===== config.mk =====
export PLATFORM = sky130hd
export DESIGN_NAME = mem_access_unit
export DESIGN_NICKNAME = d
export VERILOG_FILES = /design/src/rtl/mem_access_unit.sv
export SDC_FILE = /design/constraint.sdc
export NUM_CORES = 1
export LEC_CHECK = 0
export ABC_AREA = 1
export ABC_CLOCK_PERIOD_IN_PS = 12900
export CAP_MARGIN = 15
export CORE_ASPECT_RATIO = 0.7
export CORE_MARGIN = 10
export CORE_UTILIZATION = 25
export CTS_CLUSTER_DIAMETER = 100
export CTS_CLUSTER_SIZE = 24
export DETAILED_ROUTE_END_ITERATION = 8
export GPL_TIMING_DRIVEN = 0
export SYNTH_ARGS = -nofsm -noshare
export SYNTH_HDL_FRONTEND = slang
export SYNTH_SLANG_ARGS = --single-unit
export TNS_END_PERCENT = 5

===== constraint.sdc =====
create_clock -name clk -period 12.9 [get_ports clk]
set_input_delay 2.58 -clock clk [delete_from_list [all_inputs] [get_ports clk]]
set_output_delay 2.58 -clock clk [all_outputs]
set_load 0.01 [all_outputs]

===== src/rtl/mem_access_unit.sv =====
// Byte-addressed 8/16/32-bit load/store front end for a word-addressed single-port SRAM.
// Define MEM_BOUNDS_CHECK_EN to reject requests that target unmapped word addresses.
module mem_access_unit #(
    parameter int unsigned WIDTH = 32
) (
    input  logic             clk,
    input  logic             rst,
    input  logic             req_valid,
    output logic             req_ready,
    input  logic             req_we,
    input  logic [1:0]       req_size,
    input  logic             req_unsigned,
    input  logic [WIDTH-1:0] req_addr,
    input  logic [WIDTH-1:0] req_wdata,
    output logic             resp_valid,
    output logic [WIDTH-1:0] resp_rdata,
    output logic             resp_err,
    output logic [WIDTH-1:0] mem_address,
    output logic [WIDTH-1:0] mem_wdata,
    output logic             mem_enw,
    input  logic [WIDTH-1:0] mem_rdata
);

    localparam int unsigned BYTE_W = 8;
    localparam int unsigned HALF_W = 16;
    localparam logic [1:0]  SZ_BYTE = 2'b00;
    localparam logic [1:0]  SZ_HALF = 2'b01;
    localparam logic [1:0]  SZ_WORD = 2'b10;
    localparam logic [1:0]  SZ_BAD  = 2'b11;

    typedef enum logic [1:0] {
        S_IDLE  = 2'd0,
        S_READ  = 2'd1,
        S_WRITE = 2'd2,
        S_RESP  = 2'd3
    } state_t;

    state_t           state_q, state_d;
    logic             we_q, we_d;
    logic [1:0]       size_q, size_d;
    logic             uns_q, uns_d;
    logic [WIDTH-1:0] addr_q, addr_d;
    logic [WIDTH-1:0] wdata_q, wdata_d;

    logic             req_ready_q, req_ready_d;
    logic             resp_valid_q, resp_valid_d;
    logic [WIDTH-1:0] resp_rdata_q, resp_rdata_d;
    logic             resp_err_q, resp_err_d;
    logic [WIDTH-1:0] mem_address_q, mem_address_d;
    logic [WIDTH-1:0] mem_wdata_q, mem_wdata_d;
    logic             mem_enw_q, mem_enw_d;

    logic [WIDTH-1:0] req_word;
    logic             req_misalign;
    logic             req_oob;
    logic             req_err;

    // Little-endian lane extract with sign/zero extension.
    function automatic logic [WIDTH-1:0] lane_load(input logic [WIDTH-1:0] word,
                                                   input logic [1:0]       size,
                                                   input logic [1:0]       off,
                                                   input logic             uns);
        logic [BYTE_W-1:0] b;
        logic [HALF_W-1:0] h;
        b = BYTE_W'(word >> {off, 3'b000});
        h = HALF_W'(word >> {off[1], 4'b0000});
        case (size)
            SZ_BYTE: lane_load = {{(WIDTH-BYTE_W){b[BYTE_W-1] & ~uns}}, b};
            SZ_HALF: lane_load = {{(WIDTH-HALF_W){h[HALF_W-1] & ~uns}}, h};
            default: lane_load = word;
        endcase
    endfunction

    // Replace the addressed lane of the captured word with the store data.
    function automatic logic [WIDTH-1:0] lane_merge(input logic [WIDTH-1:0] word,
                                                    input logic [WIDTH-1:0] wd,
                                                    input logic [1:0]       size,
                                                    input logic [1:0]       off);
        logic [WIDTH-1:0] mask;
        logic [WIDTH-1:0] ins;
        mask = '1;
        ins  = wd;
        case (size)
            SZ_BYTE: begin
                mask = WIDTH'({BYTE_W{1'b1}}) << {off, 3'b000};
                ins  = WIDTH'(wd[BYTE_W-1:0]) << {off, 3'b000};
            end
            SZ_HALF: begin
                mask = WIDTH'({HALF_W{1'b1}}) << {off[1], 4'b0000};
                ins  = WIDTH'(wd[HALF_W-1:0]) << {off[1], 4'b0000};
            end
            default: ;
        endcase
        lane_merge = (word & ~mask) | (ins & mask);
    endfunction

    assign req_word     = req_addr >> 2;
    assign req_misalign = ((req_size == SZ_HALF) && req_addr[0])
                        || ((req_size == SZ_WORD) && (req_addr[1:0] != 2'b00));

`ifdef MEM_BOUNDS_CHECK_EN
    localparam int unsigned HOLE_LO = 1537;
    localparam int unsigned HOLE_HI = 1999;
    localparam int unsigned TOP_MAX = 3024;
    assign req_oob = ((req_word >= WIDTH'(HOLE_LO)) && (req_word <= WIDTH'(HOLE_HI)))
                   || (req_word > WIDTH'(TOP_MAX));
`else
    assign req_oob = 1'b0;
`endif

    assign req_err = (req_size == SZ_BAD) || req_misalign || req_oob;

    // Next state, request capture and next values of the registered outputs.
    always_comb begin
        state_d       = state_q;
        we_d          = we_q;
        size_d        = size_q;
        uns_d         = uns_q;
        addr_d        = addr_q;
        wdata_d       = wdata_q;
        resp_valid_d  = 1'b0;
        resp_rdata_d  = '0;
        resp_err_d    = 1'b0;
        mem_address_d = '0;
        mem_wdata_d   = '0;
        mem_enw_d     = 1'b0;
        case (state_q)
            S_IDLE: begin
                if (req_valid) begin
                    we_d    = req_we;
                    size_d  = req_size;
                    uns_d   = req_unsigned;
                    addr_d  = req_addr;
                    wdata_d = req_wdata;
                    if (req_err) begin
                        state_d      = S_RESP;
                        resp_valid_d = 1'b1;
                        resp_err_d   = 1'b1;
                    end else if (req_we && (req_size == SZ_WORD)) begin
                        state_d       = S_WRITE;
                        mem_address_d = req_word;
                        mem_wdata_d   = req_wdata;
                        mem_enw_d     = 1'b1;
                    end else begin
                        state_d       = S_READ;
                        mem_address_d = req_word;
                    end
                end
            end
            S_READ: begin
                if (we_q) begin
                    state_d       = S_WRITE;
                    mem_address_d = addr_q >> 2;
                    mem_wdata_d   = lane_merge(mem_rdata, wdata_q, size_q, addr_q[1:0]);
                    mem_enw_d     = 1'b1;
                end else begin
                    state_d      = S_RESP;
                    resp_valid_d = 1'b1;
                    resp_rdata_d = lane_load(mem_rdata, size_q, addr_q[1:0], uns_q);
                end
            end
            S_WRITE: begin
                state_d      = S_RESP;
                resp_valid_d = 1'b1;
            end
            S_RESP: begin
                state_d = S_IDLE;
            end
            default: begin
                state_d = S_IDLE;
            end
        endcase
        req_ready_d = (state_d == S_IDLE);
    end

    // Async reset clears mem_enw at once, so an aborted sub-word store never writes.
    always_ff @(posedge clk or posedge rst) begin
        if (rst) begin
            state_q       <= S_IDLE;
            we_q          <= 1'b0;
            size_q        <= 2'b00;
            uns_q         <= 1'b0;
            addr_q        <= '0;
            wdata_q       <= '0;
            req_ready_q   <= 1'b1;
            resp_valid_q  <= 1'b0;
            resp_rdata_q  <= '0;
            resp_err_q    <= 1'b0;
            mem_address_q <= '0;
            mem_wdata_q   <= '0;
            mem_enw_q     <= 1'b0;
        end else begin
            state_q       <= state_d;
            we_q          <= we_d;
            size_q        <= size_d;
            uns_q         <= uns_d;
            addr_q        <= addr_d;
            wdata_q       <= wdata_d;
            req_ready_q   <= req_ready_d;
            resp_valid_q  <= resp_valid_d;
            resp_rdata_q  <= resp_rdata_d;
            resp_err_q    <= resp_err_d;
            mem_address_q <= mem_address_d;
            mem_wdata_q   <= mem_wdata_d;
            mem_enw_q     <= mem_enw_d;
        end
    end

    assign req_ready   = req_ready_q;
    assign resp_valid  = resp_valid_q;
    assign resp_rdata  = resp_rdata_q;
    assign resp_err    = resp_err_q;
    assign mem_address = mem_address_q;
    assign mem_wdata   = mem_wdata_q;
    assign mem_enw     = mem_enw_q;

endmodule


==> impl_metrics.yaml <==
clock_network:
  clockBufferDepth: 2
  htreeDepth: 4
  numCtsBuffers: 17
  cts.hold.buffers_added: 0
  cts_setup_buffers: 0
  cts_tree: "yes"
  ctsResizeCount: 0
  clock_latency_ps: 440
  numClockSinks: 168
  clkTransAtPathRegs_ps: 70
  root_buffer: "clkbuf_16"
power:
  ir_drop_uv: 87.3
  total_power_w: 0.00226
  p_per_area_nw_per_um2: 213
  p_leak_nw: 5.01
synth:
  synth.avg_cell_area_sq_um: 8.94
  yosysWarnings: 0
  synth_common_cells: "261 x nand2_1, 167 x dfrtp_1, 82 x inv_1"
  synth-async-reset-ratio: 1.00
  synth_seq_area_share: 0.562
  synth_ff_type: "dfrtp_1"
  yosysMostFrequentCell: "nand2_1"
  synth-seq-cells: 168
  synth_top_area_share: 0.559
  synth_edf_count: 0
  synthTopCellsByArea: "dfrtp_1 56%, nand2_1 13%, o21ai_0 4.8%"
  syn_inst: 837
  synth_area_leader_cell: "dfrtp_1"
  synth.cell_area_sq_um: 7480
  ys_types: 36
sta:
  report.final.slew_viol_count: 0
  rsz0062_at_grt: "no"
  setup_violations: 0
  layout_min_cycle_time_ps: 4070
  slew-limit-headroom: 0.446
  hold_viol: 0
  setup_tns_ps: 0
  worstMarginPinSlew_ps: 831
  max_freq_mhz: 246
  finClkSkew_ps: 14.0
  final.period_utilization: 0.316
placed_design:
  dpl.hpwl_microns: 21100
  io_buffers: 200
  place_congestion: 0.886
global_routing:
  grt-ovfl-total: 0
  grt_max_degree: 104
  grt_pass1_wl_microns: 41000
  antenna_found_initial: 5
  grt_usage: 0.147
  grt_pass1_vias: 6650
drt:
  vias_per_cell: 4.49
  wl_microns: 27400
  dr.pass1.iters: 6
  via_count: 6520
  post_drt_wl_per_cell_microns: 18.8
  drt_iter0_markers: 540
  drtAntennaViolNets: 0
  post-route-drc-count: 0
worst_hold_path:
  min_to: "wdata_q[24]$_DFFE_PP0P_"
  hold_path.class: "flop to flop"
  hold_depth: 2
  hp-start: "wdata_q[24]$_DFFE_PP0P_"
setup_path:
  r2r_slack_ps: 10820
  worstSetupStartpointType: "primary input"
  path_class: "primary input to flop"
  crit_fanout: 10
  required_ps: 13200
  timing.rr.start: "state_q[1]$_DFF_PP0_"
  crit_path_end_kind: "flop"
  reg2regPathDepth: 7
  worst_r2r_endpoint: "mem_wdata[7]$_DFF_PP0_"
  crit_path_start: "req_valid"
  arrival_ps: 4370
layout:
  areaGrowthSynthToFinish_pct: 41.4
  num-nets-final: 1165
  nFillCells: 2988
  drive_gt1_frac: 0.106
floorplan:
  die_y_microns: 165
  start_util: 0.256
  die_w_microns: 227
  ioPinCount: 203
  core-area_sq_um: 29200
  dieArea_sq_um: 37300
  row_count: 52
outcome:
  outcome: "completed"
job:
  maxCapViolations: 0
-- worst max-delay path, stage by stage --
cell	delay (ps)
clkdlybuf4s50_1	530
nand2_1	180
inv_2	200
buf_2	320
clkbuf_1	400
o21ai_0	150
-- cell usage in the layout, fill, tap and decap left out, drive strengths merged --
master	count
dfrtp	167
clkbuf	34
buf	27
a22oi	8
dfstp	1
a31oi	1
inv	98
diode	4
clkinv	7
clkdlybuf4s50	200
o21ai	85
bufinv	1
o211ai	10
nand2	273
or2	1
clkinvlp	2
o31ai	1
a21oi	21
nand3	21
o22ai	37
nor2	70
ha	4
conb	2
-- how the worst max path moves through the flow --
stage                                    to  slack (ps)  cells past startpoint
detailed placement   addr_q[24]$_DFFE_PP0P_        8330                      6
global route         addr_q[24]$_DFFE_PP0P_        8670                      6
CTS                  addr_q[24]$_DFFE_PP0P_        8790                      6
floorplan             addr_q[0]$_DFFE_PP0P_        5770                      1
global placement    mem_wdata[22]$_DFF_PP0_        3180                      2
finish               addr_q[24]$_DFFE_PP0P_        8830                      6
-- state kept, by name (all words and copies together) (netlist names) --
signal and count:
mem_wdata 32, size_q 2, state_q 2, mem_address 30
uns_q 1, addr_q 32, we_q 1, resp_err 1
resp_valid 1, mem_enw 1, req_ready 1, wdata_q 32
resp_rdata 32
-- stage by stage --
step	utilization	area (sq um)	instances	setup slack [ps]	hold WS, ps
floorplan	-	7480	838	5770	449
global placement	0.341	9960	1416	3180	465
detailed placement	0.342	9990	1417	8330	466
CTS	0.362	10600	1449	8790	485
global route	0.362	10600	1452	8670	501
finish	0.362	10600	1453	8830	484
-- routing by layer --
| layer | wire length (microns) | GRT usage |
|---|---|---|
| met1 | 12300 | 0.197 |
| met2 | 11900 | 0.216 |
| met4 | 385 | 0.0417 |
| met5 | 18 | 0 |
| met3 | 2770 | 0.0569 |
-- power breakdown --
group	leakage (nW)	internal [W]	switching (W)
clock	0.281	0.000278	0.000233
sequential	2.21	0.000706	0.0000784
combinational	2.52	0.000373	0.000590
total	5.01	0.00136	0.000901
-- final cells by class --
| cell class | count | area (sq um) | share of cell area |
|---|---|---|---|
| Sequential cell | 168 | 4210 | 0.398 |
| Multi-Input combinational cell | 534 | 2650 | 0.251 |
| Timing Repair Buffer | 201 | 2030 | 0.192 |
| Tap cell | 378 | 473 | 0.0447 |
| Clock buffer | 19 | 453 | 0.0428 |
| Inverter | 95 | 384 | 0.0363 |
| Buffer | 41 | 249 | 0.0235 |
| Clock inverter | 13 | 120 | 0.0114 |
| Antenna cell | 4 | 10.0 | 0.000946 |
-- kinds of logic after synthesis --
kind of cell,after synthesis,synth area share
AOI/OAI and AO/OA,163,0.127
buffers and inverters,136,0.0836
adders and majority gates,4,0.00669
and+or+nand+nor,365,0.220
other,1,0.000501
DFF,168,0.562
No activity file was read; power rests on OpenSTA's default activity.
